===== src/rtl/fetch_ctrl_if.sv =====
// ---------------------------------------------------------------------------
// fetch_ctrl_if
//   Bundles the instruction-ROM port, the decode handshake and the
//   execute/halt control lines of the fetch controller.
//
//   Handshake (decode side): an entry moves from fetch to decode on every
//   rising edge where out_valid and out_ready are both high. out_valid,
//   out_inst and out_pc do not depend combinationally on out_ready.
//
//   Signals:
//     rom_a        fetch -> ROM     byte address (ROM indexes a[7:2])
//     rom_inst     ROM   -> fetch   instruction for rom_a (combinational)
//     out_valid    fetch -> decode  head entry valid
//     out_ready    decode-> fetch   decode takes the head this cycle
//     out_inst     fetch -> decode  head instruction
//     out_pc       fetch -> decode  head byte address
//     redirect     exec  -> fetch   single-cycle PC override
//     redirect_pc  exec  -> fetch   new PC (bits [1:0] ignored)
//     halt         ctrl  -> fetch   level, stop fetching while high
//     halted       fetch -> ctrl    controller is parked in HALT
//
//   master: the fetch controller side. slave: ROM/decode/execute side.
// ---------------------------------------------------------------------------
interface fetch_if;
  logic [31:0] rom_a;
  logic [31:0] rom_inst;
  logic        out_valid;
  logic        out_ready;
  logic [31:0] out_inst;
  logic [31:0] out_pc;
  logic        redirect;
  logic [31:0] redirect_pc;
  logic        halt;
  logic        halted;

  modport master (
    output rom_a,
    input  rom_inst,
    output out_valid,
    input  out_ready,
    output out_inst,
    output out_pc,
    input  redirect,
    input  redirect_pc,
    input  halt,
    output halted
  );

  modport slave (
    input  rom_a,
    output rom_inst,
    input  out_valid,
    output out_ready,
    input  out_inst,
    input  out_pc,
    output redirect,
    output redirect_pc,
    output halt,
    input  halted
  );
endinterface


===== src/rtl/fetch_ctrl.sv =====
// ---------------------------------------------------------------------------
// fetch_ctrl
//   Instruction fetch controller. Owns the PC, addresses the asynchronous
//   instruction ROM and captures {pc, inst} pairs into a 2-entry prefetch
//   FIFO whose head feeds decode over a valid/ready handshake. Accepts
//   redirects from execute and a level halt request.
//
//   Optional feature (macro FETCH_JUMP_FOLD_EN): when defined, unconditional
//   jumps (inst[31:26] == JUMP_OPCODE) are folded in fetch: they are not
//   pushed and the PC goes straight to the jump target. When undefined,
//   jumps are pushed like any other instruction.
//
//   Ports:
//     clk          system clock, rising edge
//     rst_n        asynchronous active-low reset
//     bus          fetch_if.master (ROM port, decode handshake, control)
//     o_dbg_state  current FSM state (0=BOOT, 1=RUN, 2=HALT)
//     o_dbg_count  number of valid FIFO entries
// ---------------------------------------------------------------------------
module fetch_ctrl #(
  parameter logic [31:0] RESET_PC    = 32'h0000_0000,
  parameter logic [5:0]  JUMP_OPCODE = 6'b010010
) (
  input  logic       clk,
  input  logic       rst_n,
  fetch_if.master    bus,
  output logic [1:0] o_dbg_state,
  output logic [1:0] o_dbg_count
);

  typedef enum logic [1:0] {
    ST_BOOT = 2'd0,
    ST_RUN  = 2'd1,
    ST_HALT = 2'd2
  } state_t;

`ifdef FETCH_JUMP_FOLD_EN
  localparam bit FOLD_EN = 1'b1;
`else
  localparam bit FOLD_EN = 1'b0;
`endif

  state_t      r_state;
  logic        r_halted;
  logic [31:0] r_pc;
  logic [1:0]  r_count;
  logic [31:0] r_head_pc;
  logic [31:0] r_head_inst;
  logic [31:0] r_tail_pc;
  logic [31:0] r_tail_inst;

  logic        w_pop;
  logic        w_fetch;
  logic        w_is_jump;
  logic        w_fold;
  logic        w_push;
  logic [31:0] w_redirect_pc;
  logic [31:0] w_jump_pc;
  logic [31:0] w_seq_pc;

  // A pop during a redirect still completes; decode drops that instruction.
  assign w_pop   = (r_count != 2'd0) & bus.out_ready;

  // Fetch only while running, not halting, not redirecting, and when the
  // FIFO has room either now or because the head leaves this cycle.
  assign w_fetch = (r_state == ST_RUN) & ~bus.halt & ~bus.redirect &
                   ((r_count < 2'd2) | w_pop);

  assign w_is_jump     = (bus.rom_inst[31:26] == JUMP_OPCODE);
  assign w_fold        = FOLD_EN & w_fetch & w_is_jump;
  assign w_push        = w_fetch & ~w_fold;
  assign w_redirect_pc = bus.redirect_pc & ~32'd3;
  assign w_jump_pc     = {r_pc[31:28], bus.rom_inst[25:0], 2'b00};
  assign w_seq_pc      = r_pc + 32'd4;  // wraps modulo 2^32

  // Control FSM. Every state (when not redirected) moves to HALT if halt is
  // high and to RUN otherwise; halted is the registered copy of "in HALT".
  // A redirect freezes the state for that cycle.
  always_ff @(posedge clk or negedge rst_n) begin
    if (!rst_n) begin
      r_state  <= ST_BOOT;
      r_halted <= 1'b0;
    end else if (!bus.redirect) begin
      case (r_state)
        ST_BOOT: begin
          r_state  <= bus.halt ? ST_HALT : ST_RUN;
          r_halted <= bus.halt;
        end
        ST_RUN: begin
          r_state  <= bus.halt ? ST_HALT : ST_RUN;
          r_halted <= bus.halt;
        end
        ST_HALT: begin
          r_state  <= bus.halt ? ST_HALT : ST_RUN;
          r_halted <= bus.halt;
        end
        default: begin
          r_state  <= ST_BOOT;
          r_halted <= 1'b0;
        end
      endcase
    end
  end

  // Program counter.
  always_ff @(posedge clk or negedge rst_n) begin
    if (!rst_n) begin
      r_pc <= RESET_PC;
    end else if (bus.redirect) begin
      r_pc <= w_redirect_pc;
    end else if (w_fold) begin
      r_pc <= w_jump_pc;
    end else if (w_fetch) begin
      r_pc <= w_seq_pc;
    end
  end

  // Prefetch FIFO: head registers drive decode directly, tail holds the
  // second entry. Entries only move tail->head, so ordering is preserved.
  always_ff @(posedge clk or negedge rst_n) begin
    if (!rst_n) begin
      r_count     <= 2'd0;
      r_head_pc   <= 32'd0;
      r_head_inst <= 32'd0;
      r_tail_pc   <= 32'd0;
      r_tail_inst <= 32'd0;
    end else if (bus.redirect) begin
      r_count <= 2'd0;
    end else begin
      case (r_count)
        2'd0: begin
          if (w_push) begin
            r_head_pc   <= r_pc;
            r_head_inst <= bus.rom_inst;
            r_count     <= 2'd1;
          end
        end
        2'd1: begin
          case ({w_pop, w_push})
            2'b11: begin
              r_head_pc   <= r_pc;
              r_head_inst <= bus.rom_inst;
            end
            2'b10: r_count <= 2'd0;
            2'b01: begin
              r_tail_pc   <= r_pc;
              r_tail_inst <= bus.rom_inst;
              r_count     <= 2'd2;
            end
            default: r_count <= 2'd1;
          endcase
        end
        2'd2: begin
          // A push at count 2 is only possible together with a pop.
          if (w_pop) begin
            r_head_pc   <= r_tail_pc;
            r_head_inst <= r_tail_inst;
            if (w_push) begin
              r_tail_pc   <= r_pc;
              r_tail_inst <= bus.rom_inst;
            end else begin
              r_count <= 2'd1;
            end
          end
        end
        default: r_count <= 2'd0;
      endcase
    end
  end

  assign bus.rom_a     = r_pc;
  assign bus.out_valid = (r_count != 2'd0);
  assign bus.out_inst  = r_head_inst;
  assign bus.out_pc    = r_head_pc;
  assign bus.halted    = r_halted;
  assign o_dbg_state   = r_state;
  assign o_dbg_count   = r_count;

endmodule


===== src/flat_wrapper.sv =====
// flat-port wrapper written by rule: the top's interface ports become plain ports
module fetch_ctrl_flat 
#(
  parameter logic [31:0] RESET_PC    = 32'h0000_0000,
  parameter logic [5:0]  JUMP_OPCODE = 6'b010010
)
  (clk, rst_n, o_dbg_state, o_dbg_count, bus_rom_a, bus_rom_inst, bus_out_valid, bus_out_ready, bus_out_inst, bus_out_pc, bus_redirect, bus_redirect_pc, bus_halt, bus_halted);
  fetch_if bus_i ();
  input  logic clk;
  input  logic rst_n;
  output logic [1:0] o_dbg_state;
  output logic [1:0] o_dbg_count;
  output wire logic [$bits(bus_i.rom_a)-1:0] bus_rom_a;
  input wire logic [$bits(bus_i.rom_inst)-1:0] bus_rom_inst;
  output wire logic [$bits(bus_i.out_valid)-1:0] bus_out_valid;
  input wire logic [$bits(bus_i.out_ready)-1:0] bus_out_ready;
  output wire logic [$bits(bus_i.out_inst)-1:0] bus_out_inst;
  output wire logic [$bits(bus_i.out_pc)-1:0] bus_out_pc;
  input wire logic [$bits(bus_i.redirect)-1:0] bus_redirect;
  input wire logic [$bits(bus_i.redirect_pc)-1:0] bus_redirect_pc;
  input wire logic [$bits(bus_i.halt)-1:0] bus_halt;
  output wire logic [$bits(bus_i.halted)-1:0] bus_halted;
  assign bus_rom_a = bus_i.rom_a;
  assign bus_i.rom_inst = bus_rom_inst;
  assign bus_out_valid = bus_i.out_valid;
  assign bus_i.out_ready = bus_out_ready;
  assign bus_out_inst = bus_i.out_inst;
  assign bus_out_pc = bus_i.out_pc;
  assign bus_i.redirect = bus_redirect;
  assign bus_i.redirect_pc = bus_redirect_pc;
  assign bus_i.halt = bus_halt;
  assign bus_halted = bus_i.halted;
  fetch_ctrl #(.RESET_PC(RESET_PC), .JUMP_OPCODE(JUMP_OPCODE)) u_core (.clk(clk), .rst_n(rst_n), .bus(bus_i), .o_dbg_state(o_dbg_state), .o_dbg_count(o_dbg_count));
endmodule

===== config.mk =====
export PLATFORM = sky130hd
export DESIGN_NAME = fetch_ctrl_flat
export DESIGN_NICKNAME = d
export VERILOG_FILES = /design/src/rtl/fetch_ctrl_if.sv /design/src/rtl/fetch_ctrl.sv /design/src/flat_wrapper.sv
export SDC_FILE = /design/constraint.sdc
export NUM_CORES = 1
export LEC_CHECK = 0
export CORE_MARGIN = 10
export CORE_UTILIZATION = 25
export DETAILED_ROUTE_END_ITERATION = 8
export PLACE_DENSITY = 0.5
export SYNTH_ARGS = -nofsm -noshare
export SYNTH_HDL_FRONTEND = slang
export SYNTH_SLANG_ARGS = --single-unit
export TNS_END_PERCENT = 10

===== constraint.sdc =====
create_clock -name clk -period 4.1 [get_ports clk]
set_input_delay 0.82 -clock clk [delete_from_list [all_inputs] [get_ports clk]]
set_output_delay 0.82 -clock clk [all_outputs]
set_load 0.01 [all_outputs]

Yosys cells after proc, flatten, opt, wreduce, memory -nomap -nowiden
Index checks and enable logic that the tools add are counted.
Cells by class
  add/subtract/negate cells: 1
  multiplexer cells: 25
  equal/unequal tests: 16
  bitwise operators: 7
  order comparisons: 1
  reduce and logical (&&, ||, !) cells: 10
Operators with widths (count)
  2-to-1 mux 32 bit: 12
  one-hot mux 32 bit (3 select lines): 2
  one-hot mux 32 bit (2 select lines): 2
  adder 32 x 3 -> 32 bit (second input constant): 1
  2-to-1 mux 2 bit: 6
  one-hot mux 2 bit (3 select lines): 2
  AND reduction 5 bit: 2
  equality test 2 bit (second input constant): 4
  inequality test 2 x 1 -> 1 bit (second input constant): 4
  equality test 2 x 1 -> 1 bit (second input constant): 3
  inequality test 3 x 2 -> 1 bit (second input constant): 2
  inequality test 3 bit (second input constant): 2
  nonzero test 2 bit: 3
  bitwise AND 1 bit: 4
  zero test 2 bit: 2
  AND reduction 4 bit: 1
  nonzero test 3 bit: 1
  OR reduction 3 bit: 1
  < comparator 2 bit (second input constant): 1
  inequality test 2 bit (second input constant): 1
  NOT 1 bit: 2
  2-to-1 mux 1 bit: 1
  OR 1 bit: 1
Word-level totals
  flip-flop bits (word level): 165
  output and inout bits: 102
  bits of input ports: 69

Logic depth before layout (Yosys ltp)
  depth in word-level cells: 8
  depth in mapped cells: 13
  depth with buffers taken out: 10

Worst setup path before layout
No wires, ideal clock.
  path type: input to register
  start point: in bus_redirect
  end point: reg u_core.r_tail_inst[0]
  library setup time: 0.125 ns
  cell stages on the path: 10
  buffers on the path: 4
  arrival time: 2.871 ns
  path slack: 1.104 ns
  required time: 3.975 ns
  cell sequence: or4b_4 a21o_1 inv_2 buf_6 buf_4 ha_1 o2111ai_1 buf_4 buf_6 mux2_4
Between the ends
  word-level cells in the longest chain between the ends: 6
  elaborated cells between the ends (all ways): 7
  those cells by class: eq/ne: 3; bitwise: 3; reduce/logical: 1
Ends and longest elaborated chain
  start: declaration: RTL line flat_wrapper.sv:19  | input wire logic [$bits(bus_i.redirect)-1:0] bus_redirect;
  NOT 1 bit (no line) *
  bitwise AND 1 bit (2 in series): RTL line fetch_ctrl.sv:66  | assign w_fetch = (r_state == ST_RUN) & ~bus.halt & ~bus.redirect &
  equality test 2 x 1 -> 1 bit: RTL line fetch_ctrl.sv:139  | case ({w_pop, w_push})
  inequality test 2 x 1 -> 1 bit (no line)
  AND reduction 5 bit (no line) *
  end signal: assignment: RTL line fetch_ctrl.sv:147  | r_tail_inst <= bus.rom_inst;
  end signal: assignment: RTL line fetch_ctrl.sv:160  | r_tail_inst <= bus.rom_inst;
  end: declaration: RTL line fetch_ctrl.sv:50  | logic [31:0] r_tail_inst;
Every way passes the cells marked *; elsewhere a longest branch is shown, timed or not.
A chain may end at the register's enable or synchronous reset.

Worst setup path after layout
  start point: in bus_redirect
  end point: reg u_core.r_tail_inst[3]
Same word-level chain as after synthesis.

==> impl_summary.log <==
INFO  metric post_cts_resized = 0
INFO  metric post_route_cells_drive_above_1_share = 0.1352
INFO  metric path_clk_slew = 0.06 ns
INFO  metric place_congestion = approximately 0.75
INFO  metric tritoncts = done
INFO  metric period_share = 0.7060
INFO  metric synth_area_per_cell = between 10 and 15 um2
INFO  metric post-cts-setup-buffers = 0
INFO  metric synth.yosys.seq_area_share = 0.5319
INFO  metric yosys.area.top_type_share = 0.5319
INFO  metric number_of_antenna_violating_nets_in_the_routed_design = 0
INFO  metric final_routed_wirelength = 22.22 mm
INFO  metric drc = 0
INFO  metric mappedNetlistArea = between 7000 and 8000 um2
INFO  metric critPathLaunchType = input pin
INFO  metric globalRouteTotalUtil = 0.1221
INFO  metric ys_top_cells_by_area = sky130_fd_sc_hd__dfrtp_1 (53%), sky130_fd_sc_hd__mux2i_1 (8.8%), sky130_fd_sc_hd__mux2_4 (6.5%), sky130_fd_sc_hd__nand2_1 (5.7%), sky130_fd_sc_hd__o21ai_0 (4.1%)
INFO  metric layout.nets = roughly 900
INFO  metric dpl_cell_area = 9477 um2
INFO  metric gr-total-overflow = 0
INFO  metric cap_viol_max_count = 0
INFO  metric place_ws = 0.7597 ns
INFO  metric synth_top_area_cell = sky130_fd_sc_hd__dfrtp_1
INFO  metric detailedPlacementHpwl = approximately 15 mm
INFO  metric final.setup.tns = 0 ns
INFO  metric relSlewSlack = 0.3669
INFO  metric proportion_of_synthesized_flip_flops_having_asynchronous_set_or_reset = 1.000
INFO  metric port_buffers = between 150 and 200
INFO  metric worstSetupPathType = in2reg
INFO  metric floorplan.die.height = slightly below 200 um
INFO  metric dominantRegCellSynth = sky130_fd_sc_hd__dfrtp_1
INFO  metric yosysMostFrequentCell = sky130_fd_sc_hd__dfrtp_1
INFO  metric hold-worst-slack = 0.4097 ns
INFO  metric ff2ff_setup_slack = roughly 1.3 ns
INFO  metric area.sequential = 3954 um2
INFO  metric pin_count_of_the_biggest_net_entering_global_routing = a little over 80
INFO  metric timing.rr.start = u_core.o_dbg_count[1]
INFO  metric diodes = 0
INFO  metric routed-via-count = between 5000 and 6000
INFO  metric worst_r2r_path_depth = 9
INFO  metric rr_endpoint = u_core.r_tail_inst[31]
INFO  metric total_leakage_power = ~0.0042 uW
INFO  metric timing.critical_path.required = 4.41 ns
INFO  metric grt_pass1_wl = between 30 and 40 mm
INFO  metric run_status = finished, final reports clean
INFO  metric numCtsBuffers = 17
INFO  metric hold_path.class = in2async
INFO  metric detailedRoute.firstPassIterationCount = 4
INFO  metric antenna_violations_before_repair = 1
INFO  metric drt_iter0_markers = between 200 and 250
INFO  metric grt_pass1_vias = 5877
INFO  metric grt_setup_unrepaired = false
INFO  metric start_util = 0.2521
INFO  metric yosysWarnings = 0
INFO  metric fp.dieArea = ~37000 um2
INFO  metric fillCellCount = roughly 3000
INFO  metric total_power = approximately 6200 uW
INFO  metric slew_at_the_pin_closest_to_its_max_slew_limit = between 0.9 and 1 ns
INFO  metric setup-violations-final = 0
INFO  metric clockRootBuffer = sky130_fd_sc_hd__clkbuf_16
INFO  metric die_width = 192.4 um
INFO  metric power_density = 619.2 nW/um2
INFO  metric finalWorstSetupSlack = 1.205 ns
INFO  metric clockBufferDepth = 2
INFO  metric synthesis.instances = 668
INFO  metric core = 29480 um2
INFO  metric design_area = approximately 10000 um2
INFO  metric irDropWorstVdd = around 320 uV
INFO  metric insertion_delay = 0.44 ns
INFO  metric worstPathMaxFanout = 34
INFO  metric flip_flop_and_latch_count_after_synthesis = 158
INFO  metric netlist_top_cells_count = sky130_fd_sc_hd__dfrtp_1 (158), sky130_fd_sc_hd__nand2_1 (113), sky130_fd_sc_hd__mux2i_1 (65), sky130_fd_sc_hd__o21ai_0 (61), sky130_fd_sc_hd__mux2_4 (32)
INFO  metric finalHoldViolations = 0
INFO  metric route.detailed.wl_per_inst = around 18 um
INFO  metric slew_viols_final = 0
INFO  metric fin_skew = between 0.015 and 0.02 ns
INFO  metric drt-vias-per-instance = 4.551
INFO  metric postCtsHoldBufs = 0
INFO  metric cp_data_arrival_time = between 3 and 4 ns
INFO  metric maxClockFrequency = approximately 350 MHz
INFO  metric worst_setup_path_end_kind = flip-flop
INFO  metric boundary_pin_count = between 150 and 200
INFO  metric placement_rows = 63
INFO  metric synth.distinct_cells = 50
INFO  metric number_of_enable_flip_flop_cells_after_synthesis = 0
INFO  metric layout-area-overhead-vs-synth = 35.35%
INFO  metric post-route-min-period = between 2 and 3 ns
INFO  metric h_tree_depth = 4
INFO  metric cts.sinks = approximately 160
INFO  metric multi_input_area = 3246 um2
[layout make-up]
cell class / count / area share
inverters: 13 / 0.004850
clock inverters: 13 / 0.01405
repair buffers: 177 / 0.1730
well taps: 390 / 0.04850
flip-flops and latches: 158 / 0.3930
multi-input cells: 456 / 0.3226
clock buffers: 19 / 0.04402
[placed cells by master, fill, tap and decap left out, types with 3 or more instances in the layout]
| master | instances |
|---|---|
| sky130_fd_sc_hd__nor4_1 | 3 |
| sky130_fd_sc_hd__o21ai_1 | 22 |
| sky130_fd_sc_hd__a31oi_1 | 3 |
| sky130_fd_sc_hd__o211ai_1 | 14 |
| sky130_fd_sc_hd__nor2_1 | 20 |
| sky130_fd_sc_hd__nand2_1 | 113 |
| sky130_fd_sc_hd__o311ai_0 | 9 |
| sky130_fd_sc_hd__clkdlybuf4s50_1 | 163 |
| sky130_fd_sc_hd__a32oi_1 | 3 |
| sky130_fd_sc_hd__clkinvlp_4 | 3 |
| sky130_fd_sc_hd__inv_1 | 12 |
| sky130_fd_sc_hd__dfrtp_1 | 158 |
| sky130_fd_sc_hd__mux2_4 | 32 |
| sky130_fd_sc_hd__mux2i_1 | 65 |
| sky130_fd_sc_hd__nand4_1 | 7 |
| sky130_fd_sc_hd__conb_1 | 4 |
| sky130_fd_sc_hd__clkinv_2 | 3 |
| sky130_fd_sc_hd__buf_4 | 13 |
| sky130_fd_sc_hd__ha_1 | 6 |
| sky130_fd_sc_hd__clkbuf_16 | 17 |
| sky130_fd_sc_hd__o21ai_0 | 61 |
| sky130_fd_sc_hd__nand3_1 | 19 |
| sky130_fd_sc_hd__mux2_2 | 26 |
| sky130_fd_sc_hd__and3_1 | 3 |
| sky130_fd_sc_hd__nor3_1 | 3 |
| sky130_fd_sc_hd__nand2b_1 | 3 |
| sky130_fd_sc_hd__a21oi_1 | 9 |
| sky130_fd_sc_hd__clkinv_4 | 4 |
[state kept, by name, summed over array words and instances (netlist names)]
register	cells
u_core.bus.halted	1
u_core.bus.out_inst	32
u_core.bus.out_pc	30
u_core.bus.rom_a	30
u_core.o_dbg_count	2
u_core.o_dbg_state	1
u_core.r_tail_inst	32
u_core.r_tail_pc	30
[cells by family (layout without fill, tap and decap cells)]
group	after synthesis	in the layout	share of synthesized area
adder cells (fa/ha/maj)	7	7	0.01178
multiplexers	123	123	0.1915
flip-flops	158	158	0.5319
buffers and inverters	57	222	0.03854
AND/OR/NAND/NOR	187	187	0.1158
AO/OA/AOI/OAI	135	135	0.1099
other	1	4	0.0005045
[worst max-delay path: stages]
cell and delay, ns:
sky130_fd_sc_hd__clkdlybuf4s50_1 0.42, sky130_fd_sc_hd__or4b_4 0.59, sky130_fd_sc_hd__a21o_1 0.20, sky130_fd_sc_hd__inv_2 0.07, sky130_fd_sc_hd__ha_1 0.23, sky130_fd_sc_hd__o2111ai_4 0.13
sky130_fd_sc_hd__buf_4 0.35, sky130_fd_sc_hd__mux2_4 0.38
[per-layer routing]
layer / GRT usage / vias to the layer above / routed length, um
li1: - / 2681 / -
met1: 0.1619 / 2747 / 10670
met2: 0.1877 / 139 / 9915
met3: 0.03957 / 12 / 1447
met4: 0.03131 / 0 / 188
met5: 0 / - / 0
[worst max path at each step]
stage / start / to / slack (ns) / cells after the start
3_5_place_dp: bus_redirect / u_core.r_tail_inst[7] / 0.76 / 8
4_1_cts: bus_redirect / u_core.r_tail_inst[9] / 1.21 / 8
6_report: bus_redirect / u_core.r_tail_inst[3] / 1.21 / 8
5_1_grt: u_core.o_dbg_count[1] / u_core.bus.out_inst[22] / 1.02 / 9
3_3_place_gp: bus_redirect / u_core.r_tail_inst[8] / 0.77 / 8
2_1_floorplan: bus_redirect / u_core.r_tail_inst[0] / 1.10 / 10
[metrics by stage]
| step | instances | utilization |
|---|---|---|
| final | 1226 | 0.3413 |
| after global routing | 1226 | 0.3413 |
| after CTS | 1226 | 0.3413 |
| after detailed placement | 1194 | 0.3215 |
| after global placement | 1194 | 0.3215 |
| after floorplan | 671 | - |
[where the power goes]
group          total (uW)  switching [uW]  internal, uW
combinational        2090             892          1190
clock                1610             694           915
sequential           2530             364          2170
Note: power is estimated with default switching activity, not from simulation.
